--- config.mk ---
export PLATFORM = sky130hd
export DESIGN_NAME = muldiv_unit_flat
export DESIGN_NICKNAME = d
export VERILOG_FILES = /design/src/rtl/muldiv_unit_if.sv /design/src/rtl/muldiv_unit.sv /design/src/flat_wrapper.sv
export SDC_FILE = /design/constraint.sdc
export NUM_CORES = 1
export LEC_CHECK = 0
export CAP_MARGIN = 20
export CORE_ASPECT_RATIO = 0.7
export CORE_MARGIN = 2
export CORE_UTILIZATION = 50
export CTS_CLUSTER_SIZE = 10
export DETAILED_ROUTE_END_ITERATION = 12
export PLACE_DENSITY_LB_ADDON = 0.25
export SYNTH_ARGS = -nofsm -noshare
export SYNTH_HDL_FRONTEND = slang
export SYNTH_SLANG_ARGS = --single-unit
--- constraint.sdc ---
create_clock -name clk -period 12 [get_ports clk]
set_input_delay 1.8 -clock clk [delete_from_list [all_inputs] [get_ports clk]]
set_output_delay 1.8 -clock clk [all_outputs]
set_load 0.05 [all_outputs]
--- src/rtl/muldiv_unit_if.sv ---
// Bus bundle between the EX-stage controller and the multiply/divide unit.
// The controller side uses the master modport, the unit uses the slave modport.
interface muldiv_unit_if #(
    parameter int WIDTH = 32
);
    logic             start;
    logic [1:0]       op;
    logic [WIDTH-1:0] a;
    logic [WIDTH-1:0] b;
    logic             mthi;
    logic             mtlo;
    logic             busy;
    logic             done;
    logic             div_by_zero;
    logic [WIDTH-1:0] hi;
    logic [WIDTH-1:0] lo;

    modport master (
        output start, op, a, b, mthi, mtlo,
        input  busy, done, div_by_zero, hi, lo
    );

    modport slave (
        input  start, op, a, b, mthi, mtlo,
        output busy, done, div_by_zero, hi, lo
    );
endinterface

--- src/rtl/muldiv_unit.sv ---
// Iterative multiply/divide unit holding the architectural HI/LO registers.
// Multiply: one shift-add step per cycle on operand magnitudes.
// Divide: one restoring shift-subtract step per cycle on operand magnitudes.
// Signs are fixed up in a final FIX cycle that also writes HI/LO and pulses done.
// Optional build macro MULDIV_EARLY_OUT_EN: multiplies finish as soon as the
// remaining multiplier bits are all zero (division keeps its fixed latency).
module muldiv_unit #(
    parameter int WIDTH = 32
) (
    input  logic          clk,
    input  logic          reset,
    muldiv_unit_if.slave  bus
);
    localparam int CW = $clog2(WIDTH + 1);
    localparam logic [CW-1:0] CNT_INIT = CW'(WIDTH);
    localparam logic [CW-1:0] CNT_ONE  = CW'(1);

    typedef enum logic [1:0] {
        S_IDLE = 2'd0,
        S_MUL  = 2'd1,
        S_DIV  = 2'd2,
        S_FIX  = 2'd3
    } state_t;

    // Two's-complement negate when cond is set (WIDTH bits).
    function automatic logic [WIDTH-1:0] cond_neg(input logic [WIDTH-1:0] v, input logic cond);
        if (cond) begin
            cond_neg = ~v + {{(WIDTH-1){1'b0}}, 1'b1};
        end else begin
            cond_neg = v;
        end
    endfunction

    // Two's-complement negate when cond is set (2*WIDTH bits).
    function automatic logic [2*WIDTH-1:0] cond_neg2(input logic [2*WIDTH-1:0] v, input logic cond);
        if (cond) begin
            cond_neg2 = ~v + {{(2*WIDTH-1){1'b0}}, 1'b1};
        end else begin
            cond_neg2 = v;
        end
    endfunction

    // Magnitude of an operand: absolute value for signed ops, raw for unsigned.
    function automatic logic [WIDTH-1:0] magnitude(input logic [WIDTH-1:0] v, input logic is_signed);
        magnitude = cond_neg(v, is_signed & v[WIDTH-1]);
    endfunction

    state_t             state_q, state_d;
    logic               is_div_q, is_div_d;
    logic [2*WIDTH-1:0] acc_q, acc_d;        // product, or {remainder, dividend/quotient}
    logic [2*WIDTH-1:0] opnd_q, opnd_d;      // shifted multiplicand, or divisor in low half
    logic [WIDTH-1:0]   mplier_q, mplier_d;  // remaining multiplier bits
    logic [CW-1:0]      cnt_q, cnt_d;
    logic               neg_res_q, neg_res_d;
    logic               neg_rem_q, neg_rem_d;
    logic               zero_div_q, zero_div_d;
    logic [WIDTH-1:0]   a_raw_q, a_raw_d;    // unmodified dividend for divide-by-zero HI
    logic [WIDTH-1:0]   hi_q, hi_d;
    logic [WIDTH-1:0]   lo_q, lo_d;
    logic               done_q, done_d;
    logic               busy_q, busy_d;
    logic               flag_q, flag_d;

    logic [2*WIDTH-1:0] mul_acc_s;
    logic [WIDTH:0]     rem_sh_s;
    logic [WIDTH:0]     diff_s;
    logic [2*WIDTH-1:0] prod_s;
    logic               early_s;
    logic               last_s;

    // Datapath step values for the current cycle.
    always_comb begin
        mul_acc_s = acc_q + (mplier_q[0] ? opnd_q : {(2*WIDTH){1'b0}});
        rem_sh_s  = acc_q[2*WIDTH-1:WIDTH-1];
        diff_s    = rem_sh_s - {1'b0, opnd_q[WIDTH-1:0]};
        prod_s    = cond_neg2(acc_q, neg_res_q);
`ifdef MULDIV_EARLY_OUT_EN
        early_s   = (mplier_q[WIDTH-1:1] == {(WIDTH-1){1'b0}});
`else
        early_s   = 1'b0;
`endif
        last_s    = (cnt_q == CNT_ONE);
    end

    // Next-state and datapath control for the IDLE/MUL/DIV/FIX sequencer.
    always_comb begin
        state_d    = state_q;
        is_div_d   = is_div_q;
        acc_d      = acc_q;
        opnd_d     = opnd_q;
        mplier_d   = mplier_q;
        cnt_d      = cnt_q;
        neg_res_d  = neg_res_q;
        neg_rem_d  = neg_rem_q;
        zero_div_d = zero_div_q;
        a_raw_d    = a_raw_q;
        hi_d       = hi_q;
        lo_d       = lo_q;
        done_d     = 1'b0;
        flag_d     = flag_q;

        case (state_q)
            S_IDLE: begin
                // Register moves only act while idle; a same-cycle start
                // later overwrites them with its result.
                if (bus.mthi) begin
                    hi_d = bus.a;
                end else begin
                    hi_d = hi_q;
                end
                if (bus.mtlo) begin
                    lo_d = bus.a;
                end else begin
                    lo_d = lo_q;
                end
                if (bus.start) begin
                    is_div_d  = bus.op[1];
                    cnt_d     = CNT_INIT;
                    flag_d    = 1'b0;
                    a_raw_d   = bus.a;
                    neg_res_d = bus.op[0] & (bus.a[WIDTH-1] ^ bus.b[WIDTH-1]);
                    if (bus.op[1]) begin
                        acc_d      = {{WIDTH{1'b0}}, magnitude(bus.a, bus.op[0])};
                        opnd_d     = {{WIDTH{1'b0}}, magnitude(bus.b, bus.op[0])};
                        mplier_d   = {WIDTH{1'b0}};
                        neg_rem_d  = bus.op[0] & bus.a[WIDTH-1];
                        zero_div_d = (bus.b == {WIDTH{1'b0}});
                        state_d    = S_DIV;
                    end else begin
                        acc_d      = {(2*WIDTH){1'b0}};
                        opnd_d     = {{WIDTH{1'b0}}, magnitude(bus.a, bus.op[0])};
                        mplier_d   = magnitude(bus.b, bus.op[0]);
                        neg_rem_d  = 1'b0;
                        zero_div_d = 1'b0;
                        state_d    = S_MUL;
                    end
                end else begin
                    state_d = S_IDLE;
                end
            end
            S_MUL: begin
                acc_d    = mul_acc_s;
                opnd_d   = {opnd_q[2*WIDTH-2:0], 1'b0};
                mplier_d = {1'b0, mplier_q[WIDTH-1:1]};
                cnt_d    = cnt_q - CNT_ONE;
                if (last_s || early_s) begin
                    state_d = S_FIX;
                end else begin
                    state_d = S_MUL;
                end
            end
            S_DIV: begin
                // Quotient bit is 1 when the shifted remainder covers the divisor.
                if (!diff_s[WIDTH]) begin
                    acc_d = {diff_s[WIDTH-1:0], acc_q[WIDTH-2:0], 1'b1};
                end else begin
                    acc_d = {rem_sh_s[WIDTH-1:0], acc_q[WIDTH-2:0], 1'b0};
                end
                cnt_d = cnt_q - CNT_ONE;
                if (last_s) begin
                    state_d = S_FIX;
                end else begin
                    state_d = S_DIV;
                end
            end
            S_FIX: begin
                if (is_div_q) begin
                    if (zero_div_q) begin
                        lo_d   = {WIDTH{1'b1}};
                        hi_d   = a_raw_q;
                        flag_d = 1'b1;
                    end else begin
                        lo_d   = cond_neg(acc_q[WIDTH-1:0], neg_res_q);
                        hi_d   = cond_neg(acc_q[2*WIDTH-1:WIDTH], neg_rem_q);
                        flag_d = 1'b0;
                    end
                end else begin
                    hi_d   = prod_s[2*WIDTH-1:WIDTH];
                    lo_d   = prod_s[WIDTH-1:0];
                    flag_d = 1'b0;
                end
                done_d  = 1'b1;
                state_d = S_IDLE;
            end
            default: begin
                state_d = S_IDLE;
            end
        endcase

        busy_d = (state_d != S_IDLE);
    end

    // State and datapath registers; reset aborts any operation in flight.
    always_ff @(posedge clk or posedge reset) begin
        if (reset) begin
            state_q    <= S_IDLE;
            is_div_q   <= 1'b0;
            acc_q      <= {(2*WIDTH){1'b0}};
            opnd_q     <= {(2*WIDTH){1'b0}};
            mplier_q   <= {WIDTH{1'b0}};
            cnt_q      <= {CW{1'b0}};
            neg_res_q  <= 1'b0;
            neg_rem_q  <= 1'b0;
            zero_div_q <= 1'b0;
            a_raw_q    <= {WIDTH{1'b0}};
            hi_q       <= {WIDTH{1'b0}};
            lo_q       <= {WIDTH{1'b0}};
            done_q     <= 1'b0;
            busy_q     <= 1'b0;
            flag_q     <= 1'b0;
        end else begin
            state_q    <= state_d;
            is_div_q   <= is_div_d;
            acc_q      <= acc_d;
            opnd_q     <= opnd_d;
            mplier_q   <= mplier_d;
            cnt_q      <= cnt_d;
            neg_res_q  <= neg_res_d;
            neg_rem_q  <= neg_rem_d;
            zero_div_q <= zero_div_d;
            a_raw_q    <= a_raw_d;
            hi_q       <= hi_d;
            lo_q       <= lo_d;
            done_q     <= done_d;
            busy_q     <= busy_d;
            flag_q     <= flag_d;
        end
    end

    assign bus.busy        = busy_q;
    assign bus.done        = done_q;
    assign bus.div_by_zero = flag_q;
    assign bus.hi          = hi_q;
    assign bus.lo          = lo_q;
endmodule

--- src/flat_wrapper.sv ---
// flat-port wrapper written by rule: the top's interface ports become plain ports
module muldiv_unit_flat 
#(
    parameter int WIDTH = 32
)
  (clk, reset, bus_start, bus_op, bus_a, bus_b, bus_mthi, bus_mtlo, bus_busy, bus_done, bus_div_by_zero, bus_hi, bus_lo);
  muldiv_unit_if #(.WIDTH(WIDTH)) bus_i ();
  input  logic clk;
  input  logic reset;
  input wire logic [$bits(bus_i.start)-1:0] bus_start;
  input wire logic [$bits(bus_i.op)-1:0] bus_op;
  input wire logic [$bits(bus_i.a)-1:0] bus_a;
  input wire logic [$bits(bus_i.b)-1:0] bus_b;
  input wire logic [$bits(bus_i.mthi)-1:0] bus_mthi;
  input wire logic [$bits(bus_i.mtlo)-1:0] bus_mtlo;
  output wire logic [$bits(bus_i.busy)-1:0] bus_busy;
  output wire logic [$bits(bus_i.done)-1:0] bus_done;
  output wire logic [$bits(bus_i.div_by_zero)-1:0] bus_div_by_zero;
  output wire logic [$bits(bus_i.hi)-1:0] bus_hi;
  output wire logic [$bits(bus_i.lo)-1:0] bus_lo;
  assign bus_i.start = bus_start;
  assign bus_i.op = bus_op;
  assign bus_i.a = bus_a;
  assign bus_i.b = bus_b;
  assign bus_i.mthi = bus_mthi;
  assign bus_i.mtlo = bus_mtlo;
  assign bus_busy = bus_i.busy;
  assign bus_done = bus_i.done;
  assign bus_div_by_zero = bus_i.div_by_zero;
  assign bus_hi = bus_i.hi;
  assign bus_lo = bus_i.lo;
  muldiv_unit #(.WIDTH(WIDTH)) u_core (.clk(clk), .reset(reset), .bus(bus_i));
endmodule
== Yosys cells after proc, flatten, opt, wreduce, memory -nomap -nowiden ==
Index checks and enable logic that the tools add are counted.

* Multiplexer cells: 38
* Equality and inequality tests: 7
* Add/sub/neg operators: 8
* Bitwise logic cells: 9
* Reduce and logical (&&, ||, !) cells: 15

{| class="wikitable"
|+ Operator list
! cell !! number
|-
| $mux 32 || 14
|-
| $mux 64 || 5
|-
| $pmux 32 s2 || 3
|-
| $pmux 64 s3 || 1
|-
| $add 32x1->32 const B || 4
|-
| $not 32->32 || 4
|-
| $pmux 64 s2 || 1
|-
| $add 64x1->64 const B || 1
|-
| $add 64x64->64 || 1
|-
| $not 64->64 || 1
|-
| $sub 33x32->33 || 1
|-
| $logic_not 32->1 || 1
|-
| $reduce_and 2->1 || 7
|-
| $pmux 6 s2 || 1
|-
| $pmux 2 s4 || 1
|-
| $reduce_bool 2->1 || 4
|-
| $mux 1 || 7
|-
| $eq 6x1->1 const B || 1
|-
| $mux 2 || 3
|-
| $mux 6 || 1
|-
| $ne 2x2->1 const B || 3
|-
| $sub 6x1->6 const B || 1
|-
| $eq 2x2->1 const B || 2
|-
| $and 1x1->1 || 3
|-
| other kinds (6) || 6
|}

* Output and inout bits: 67
* Word-level logic and storage cells: 92
* Input port bits: 71
* Flip-flop bits (word level): 271

== Depth between registers and ports, before layout ==
Gate-level depths: netlist of run 1.

* Depth in word-level cells: 6
* Depth in mapped cells: 15
* Mapped depth without buffers: 13

== Worst setup path after synthesis of run 1 ==
Ideal clock, no wire load.

* Path type: input -> register
* From: input bus_b[4]
* To: register u_core.opnd_q[23]
* Required time: 11.889 ns
* Stages: 8
* Slack: 7.998 ns
* Data arrival time: 3.891 ns
* Setup time: 0.111 ns
* Cell sequence: nor4_1 nor2b_1 nand2_1 or3_1 o31ai_1 xor2_1 mux2_2 a222oi_1

* Word-level cells in the longest chain between the ends: 6

{| class="wikitable"
|+ Ends and longest elaborated chain
! what !! RTL line !! text
|-
| start, declared || flat_wrapper.sv:13 || <nowiki>input wire logic [$bits(bus_i.b)-1:0] bus_b;</nowiki>
|-
| $not 32->32 || muldiv_unit.sv:28 || <nowiki>cond_neg = ~v + {{(WIDTH-1){1'b0}}, 1'b1};</nowiki>
|-
| $add 32x1->32 || muldiv_unit.sv:28 ||
|-
| $mux 32 || muldiv_unit.sv:27 || <nowiki>if (cond) begin</nowiki>
|-
| $mux 32 || muldiv_unit.sv:122 || <nowiki>if (bus.op[1]) begin</nowiki>
|-
| $mux 64 || muldiv_unit.sv:116 || <nowiki>if (bus.start) begin</nowiki>
|-
| $pmux 64 s2 || muldiv_unit.sv:102 || <nowiki>case (state_q)</nowiki>
|-
| end signal, assigned || muldiv_unit.sv:199 || <nowiki>opnd_q <= {(2*WIDTH){1'b0}};</nowiki>
|-
| end signal, assigned || muldiv_unit.sv:215 || <nowiki>opnd_q <= opnd_d;</nowiki>
|-
| end, declared || muldiv_unit.sv:51 || <nowiki>logic [2*WIDTH-1:0] opnd_q, opnd_d;</nowiki>
|}

Every way passes these cells. The select of a mux whose other input is x is not followed.
A chain may end at the register's enable or synchronous reset.

== Final worst setup path of run 1 ==
* From: register u_core.mplier_q[0]
* To: register u_core.acc_q[53]

* Word-level cells in the longest chain between the ends: 3

{| class="wikitable"
|+ Ends and longest elaborated chain
! what !! RTL line !! text
|-
| start, declared || muldiv_unit.sv:52 || <nowiki>logic [WIDTH-1:0] mplier_q, mplier_d;</nowiki>
|-
| start signal, assigned || muldiv_unit.sv:200 || <nowiki>mplier_q <= {WIDTH{1'b0}};</nowiki>
|-
| start signal, assigned || muldiv_unit.sv:216 || <nowiki>mplier_q <= mplier_d;</nowiki>
|-
| $mux 64 || muldiv_unit.sv:73 || <nowiki>mul_acc_s = acc_q + (mplier_q[0] ? opnd_q : {(2*WIDTH){1'b0}});</nowiki>
|-
| $add 64x64->64 || muldiv_unit.sv:73 ||
|-
| $pmux 64 s3 || muldiv_unit.sv:102 ||
|-
| end signal, assigned || muldiv_unit.sv:198 || <nowiki>acc_q <= {(2*WIDTH){1'b0}};</nowiki>
|-
| end, declared || muldiv_unit.sv:50 || <nowiki>logic [2*WIDTH-1:0] acc_q, acc_d;</nowiki>
|}

Every way passes these cells.

==> key figures, run 1 <==
STA
  – Post-layout minimum cycle time: 4.93 ns
  – Fin Setup TNS: 0 ns
  – Slew Limit Fails: 0
  – Layout Skew: 0.0268 ns
  – Hold slack: 0.464 ns
  – Final setup viols: 0
  – Setup ws final: 7.07 ns
  – Worst relative slew slack: 0.209
  – Max Freq: roughly 0.20 GHz
  – RSZ-0062 raised after global routing: no
  – Worst-margin pin slew: around 1.2 ns
  – Final Cycle Share: 0.411
  – Final hold vios: 0

Worst setup path
  – Critical Path Start Type: flop
  – Critical Path AT: between 5 and 6 ns
  – Setup CP Type: reg2reg
  – Slowest-stage cell, CP: o31ai_1
  – Critical path cell sequence: buf_4 -> and2_1 -> ha_1 -> a21oi_1 -> o21ai_0 -> a21oi_1 -> o21ai_0 -> o21ai_0 -> a21oi_1 -> a21oi_1 -> o31ai_1 -> mux2i_1 -> a31oi_1
  – R2R Setup Slk: approximately 7 ns
  – Data required, critical path: about 12 ns
  – Family with the most delay on the worst path: compound AO/OA/AOI/OAI gates
  – CP Capture Type: flop
  – CP max stage delay: around 0.91 ns
  – Worst-path fanout max: 64
  – Most frequent cell on the critical path: a21oi_1
  – Worst path bufs/invs: 1

Route
  – Vias per std cell: approximately 6.5
  – Drt drc: 0
  – Final wirelength: between 80,000 and 90,000 um
  – Routed len/inst: between 20 and 30 um
  – Drt first-iter violations: between 2,000 and 3,000
  – Drt pass-1 iters: 5
  – Vias after detailed routing: between 20,000 and 25,000
  – Post-DRT Antenna Nets: 0

Power
  – Comb pwr share: 0.586
  – Max VDD drop: 0.124 mV
  – Flop pwr share: 0.264
  – Switching power: around 3.4 mW
  – Cell Int Power: 3.16 mW
  – Clock share of power: 0.150
  – Sw Share: 0.516
  – Power Density: 265 nW/um2
  – Lkg Pwr: 10.4 nW

Flow run
  – Max-cap viol count: 0

Floorplan
  – Core Rows: between 60 and 70
  – Die height: around 180 um
  – IO Pins: approximately 140
  – Die W: 255 um
  – CORE AREA: around 44,000 um2
  – Die ar.: 45,800 um2
  – Starting density of the core: 0.506

CTS
  – # hold bufs at CTS: 0
  – Max Root-Sink Buffers: 3
  – Clk sink count: between 200 and 300
  – H-tree depth: 2
  – CTS Root Cell: clkbuf_16
  – Post-CTS sizing: 0
  – CTS tree: built
  – Worst-skew pair later-pin latency: roughly 0.55 ns
  – Setup Buffers After CTS: 0
  – CTS clk-pin slew, worst paths: approximately 0.06 ns
  – CTS Buf Count: 34

Min path
  – Hold WC Path Type: reg2reg

Finish
  – FILL cells: a little over 4,000
  – Area growth from synthesis to layout: 12.0%
  – Layout cell share with drive strength beyond 1: 0.0564
  – Final std cells w/o fill: between 3,000 and 4,000
  – Final net count: 2,950
  – Diodes inserted: 0
  – Post-route cell area: roughly 25,000 um2

Placed design
  – Setup WS pre-CTS: just under 7 ns
  – GP Congestion: 1.02
  – Count of input and output buffers: between 100 and 150
  – Post-DP HPWL: about 65,000 um
  – Placed Cells: around 3,300
  – Post-DP Area: ~24,000 um2

Global route
  – Pin count of the biggest net entering global routing: 79
  – Initial antenna violation count: 1
  – First-pass GRT wire length: between 100,000 and 150,000 um
  – GR Overflow Total: 0
  – Vias in the first global route: 19,900
  – All-Layer GR Usage: 0.372

Outcome
  – Status: complete, no violations

Synthesis
  – Synth warn: 0
  – Synth Register Bits: 271
  – Most used flip-flop cell after synthesis: dfrtp_1
  – Synth top area share: 0.308
  – Syn Area/Cell: around 8.0 um2
  – Post-synth top cells: 293 x nand2_1, 271 x dfrtp_1, 260 x nor2_1
  – Distinct cell type count after synthesis: between 90 and 100
  – Post-Synthesis Cells: between 2,000 and 3,000
  – Largest area contributor in the netlist: dfrtp_1
  – Ys async rst share: 1.00
  – Net Count, Synth: 2,938
  – Mapped Area: roughly 22,000 um2
  – Most common cell in the netlist: nand2_1
  – Top cells by area, synth: dfrtp_1 31%, ha_1 6.0%, a21oi_1 5.9%
  – Sequential fraction of the synthesis area: 0.308
  – Post-synth EDFFs: 0
## power groups by stage
stage | sequential, mW | combinational (mW) | clock (mW)
2_1_floorplan | 1.89 | 2.36 | 0
3_3_place_gp | 1.69 | 3.68 | 0
5_1_grt | 1.76 | 4.14 | 1.03
4_1_cts | 1.70 | 3.75 | 0.989
3_5_place_dp | 1.71 | 3.74 | 0
6_report | 1.73 | 3.83 | 0.981
## per-stage QoR
step,power (mW),utilization
floorplan,4.26,-
global placement,5.37,0.544
detailed placement,5.45,0.544
CTS,6.44,0.566
global route,6.93,0.566
finish,6.54,0.566
## state kept, by name, indices dropped and copies added (netlist names)
register,count
u_core.acc_q,64
u_core.bus.div_by_zero,1
u_core.a_raw_q,32
u_core.neg_res_q,1
u_core.mplier_q,32
u_core.cnt_q,6
u_core.neg_rem_q,1
u_core.zero_div_q,1
u_core.bus.hi,32
u_core.is_div_q,1
u_core.bus.busy,1
u_core.state_q,2
u_core.bus.lo,32
u_core.opnd_q,64
u_core.bus.done,1
## tightest hold or removal path, stage by stage (launching register included)
cell and delay [ns]:
dfrtp_1 0.34, nand2_1 0.05, nand2_1 0.05
## kinds of logic (layout without fill, tap and decap cells)
kind of cell | count (synthesis) | after routing | share of synthesized area
buf+inv | 272 | 294 | 0.0479
mux | 64 | 64 | 0.0310
flops | 271 | 271 | 0.308
simple gates | 875 | 875 | 0.187
xor+xnor | 201 | 201 | 0.0803
compound gates | 970 | 970 | 0.284
fa+ha+maj | 107 | 107 | 0.0615
## layout make-up
cell class              count  area, um2  share of cell area
repair buffers            167       1600              0.0646
multi-input cells        2217      14300               0.578
clock buffers              42        912              0.0370
flip-flops and latches    271       6780               0.275
well taps                 594        743              0.0301
inverters                  81        312              0.0126
clock inverters             4       73.8             0.00299
## path summary, 6_finish.rpt
| path | depth (start not counted) | start | to |
|---|---|---|---|
| max in group asynchronous | 3 | reset | u_core.mplier_q[15] |
| worst max-delay path | 13 | u_core.mplier_q[0] | u_core.acc_q[53] |
| min in group asynchronous | 2 | reset | u_core.cnt_q[4] |
| worst min-delay path | 2 | u_core.bus.hi[0] | u_core.bus.hi[0] |
| worst min register to register | 2 | u_core.bus.hi[0] | u_core.bus.hi[0] |
| worst max register to register | 13 | u_core.mplier_q[0] | u_core.acc_q[53] |
## cell usage in the layout, fill, tap and decap left out, drive strengths merged, types with 34 or more instances in the layout
master           n
clkdlybuf4s50  136
xnor2          128
nand2          294
o22ai           42
a21oi          259
o211ai          51
nand3           38
ha             105
xor2            73
inv             81
clkbuf          42
o21ai          234
dfrtp          271
nor2           261
a221oi          38
a22o            46
and2            75
nor3            34
a211oi          56
a21o            47
## metal layers
metal  vias to the layer above  track usage  wire length [um]
met5                         -            0                 0
met4                         0       0.0837              1880
met3                       124        0.111             11300
met2                      1308        0.480             32700
met1                     10600        0.595             40500
li1                      10100            -                 -
No activity file was read; power rests on OpenSTA's default activity.
==> run 2, diff against run 1 <==
- clock period: 12 -> 4.49 ns (I/O delays scaled with it)
==> run 2 against run 1 <==
Net effect:
- setup slack got worse by 6.8 ns
- die area unchanged
- power rose to 2.7 times the previous value
- wire length rose by 0.93%
- highest routed layer unchanged
==> key figures, run 2 (synthesized netlist as in run 1, its figures left out) <==
Outcome
  – Status: complete, no violations

Placed design
  – Count of input and output buffers: 137 (unchanged)
  – Post-DP HPWL: 65,800 um (+1.6%)
  – GP Congestion: 0.992 (-2.7%)
  – Post-DP Area: 24,100 um2 (+2.0%)

Power
  – Clock share of power: 0.152 (+0.002)
  – Sw Share: 0.514 (-0.00198)
  – Max VDD drop: 0.292 mV (+140%)
  – Flop pwr share: 0.259 (-0.005)
  – Switching power: 9.13 mW (+170%)
  – Comb pwr share: 0.589 (+0.003)
  – Lkg Pwr: 10.7 nW (+3.2%)
  – Power Density: 703 nW/um2 (+170%)
  – Cell Int Power: 8.62 mW (+170%)

Route
  – Drt first-iter violations: 2,975 (+6.2%)
  – Vias per std cell: 6.54 (+0.18%)
  – Vias after detailed routing: 22,500 (+2.1%)
  – Routed len/inst: 25.3 um (-1.0%)
  – Post-DRT Antenna Nets: 0 (unchanged)
  – Drt pass-1 iters: 6 (+1)
  – Final wirelength: 87,200 um (+0.93%)
  – Drt drc: 0 (unchanged)

Min path
  – Hold WC Path Type: reg2reg

Worst setup path
  – Most frequent cell on the critical path: and2_1
  – Worst path bufs/invs: 2 (+1)
  – CP Capture Type: flop
  – Worst-path fanout max: 51 (-20%)
  – Critical path cell sequence: buf_12 -> and2_1 -> ha_1 -> and2_1 -> nand3_1 -> or4_1 -> a32o_1 -> nor2_1 -> a31oi_1 -> buf_4 -> o41ai_1 -> mux2i_1 -> o22ai_1 -> o311ai_1
  – Family with the most delay on the worst path: simple AND/OR/NAND/NOR gates
  – Setup CP Type: reg2reg
  – Critical Path Start Type: flop
  – Critical Path AT: 4.62 ns (-0.68 ns)
  – Slowest-stage cell, CP: o41ai_1
  – Data required, critical path: 4.90 ns (-7.47 ns)
  – CP max stage delay: 0.61 ns (-0.30 ns)

Finish
  – Commonest non-fill, non-tap cell in the layout: nand2_1
  – Post-route cell area: 25,200 um2 (+2.2%)
  – Layout cell share with drive strength beyond 1: 0.0784 (+0.0219)
  – Area growth from synthesis to layout: 14.5%
  – Top flop regs: u_core.acc_q (64), u_core.opnd_q (64)
  – Final net count: 3,010 (+2.0%)
  – Commonest non-fill, non-tap cells in the layout: 291 x nand2_1, 271 x dfrtp_1, 258 x nor2_1

STA
  – Max Freq: 0.238 GHz (+17%)
  – Slew Limit Fails: 0 (unchanged)
  – Worst-margin pin slew: 1.02 ns (-0.156 ns)
  – Final setup viols: 0 (unchanged)
  – Final Cycle Share: 0.937 (+0.526)
  – Layout Skew: 0.0260 ns (-0.000867 ns)
  – Final hold vios: 0 (unchanged)
  – Post-layout minimum cycle time: 4.21 ns (-0.724 ns)
  – Fin Setup TNS: 0 ns (unchanged)
  – RSZ-0062 raised after global routing: no
  – Worst relative slew slack: 0.316 (+0.106)

Global route
  – Pin count of the biggest net entering global routing: 97 (+23%)
  – GR Overflow Total: 0 (unchanged)
  – First-pass GRT wire length: 130,000 um (+1.0%)
  – All-Layer GR Usage: 0.374 (+0.00191)
  – Vias in the first global route: 20,500 (+3.1%)
  – Initial antenna violation count: 0 (-1)

Flow run
  – Max-cap viol count: 0 (unchanged)

CTS
  – # hold bufs at CTS: 0 (unchanged)
  – H-tree depth: 2 (unchanged)
  – Post-CTS sizing: 0 (unchanged)
  – CTS clk-pin slew, worst paths: 0.06 ns (about the same)
  – CTS Root Cell: clkbuf_16
  – Max Root-Sink Buffers: 3 (unchanged)
  – Worst-skew pair later-pin latency: 0.55 ns (about the same)
  – CTS tree: built
  – Setup Buffers After CTS: 0 (unchanged)
  – Clk sink count: 271 (unchanged)
  – CTS Buf Count: 35 (+2.9%)

Floorplan
  – IO Pins: 138 (unchanged)
  – Starting density of the core: 0.506 (unchanged)
  – Die ar.: 45,800 um2 (unchanged)
  – Die W: 255 um (unchanged)
  – CORE AREA: 43,600 um2 (unchanged)
  – Core Rows: 64 (unchanged)
  – Die height: 180 um (unchanged)
## run 2: path summary, 6_finish.rpt
path | start | end | slack [ns] | depth (start not counted)
setup reg to reg | u_core.mplier_q[0] | u_core.acc_q[63] | 0.28 | 14
hold / removal | u_core.bus.lo[7] | u_core.bus.lo[7] | 0.48 | 2
max in group asynchronous | reset | u_core.acc_q[50] | 2.75 | 3
setup / recovery | u_core.mplier_q[0] | u_core.acc_q[63] | 0.28 | 14
min in group asynchronous | reset | u_core.cnt_q[0] | 0.67 | 2
hold reg to reg | u_core.bus.lo[7] | u_core.bus.lo[7] | 0.48 | 2
## run 2: routing by layer
layer  routed length (um)  GRT usage  vias to the layer above
met4                 2460     0.0987                        0
met1                39400      0.591                    10800
met5                    0          0                        -
li1                     -          -                    10200
met3                12900      0.118                      148
met2                32500      0.479                     1432
## run 2: power groups by stage
| stage | clock [mW] | sequential [mW] | combinational [mW] |
|---|---|---|---|
| final | 2.69 | 4.59 | 10.5 |
| after global routing | 2.81 | 4.66 | 11.3 |
| after CTS | 2.71 | 4.50 | 10.2 |
| after detailed placement | 0 | 4.54 | 10.1 |
| after global placement | 0 | 4.50 | 9.98 |
| after floorplan | 0 | 5.05 | 6.32 |
## run 2: stage by stage
stage	std cells	util	setup WS, ns	power, mW	hold slack [ns]
after floorplan	2760	-	0.235	11.4	0.449
after global placement	3385	0.554	0.408	14.5	0.452
after detailed placement	3386	0.554	0.360	14.7	0.462
after CTS	3437	0.578	0.357	17.4	0.473
after global routing	3440	0.579	0.128	18.8	0.502
final	3442	0.579	0.282	17.7	0.478
## run 2: worst register-to-register path, delay by kind of cell, from the launching register on
family          cells  cell delay, ns
simple gates        5            1.24
compound gates      5            1.19
flops               1            0.59
buf+inv             2            0.50
fa+ha+maj           1            0.39
mux                 1            0.18
## run 2: final cells by class
type                            instances  area (um2)
Fill cell                            3999       18300
Tap cell                              594         743
Timing Repair Buffer                  226        2100
Antenna cell                            2        5.00
Clock buffer                           45         995
Inverter                               81         308
Sequential cell                       271        6780
Multi-Input combinational cell       2217       14300
Clock inverter                          6        47.5
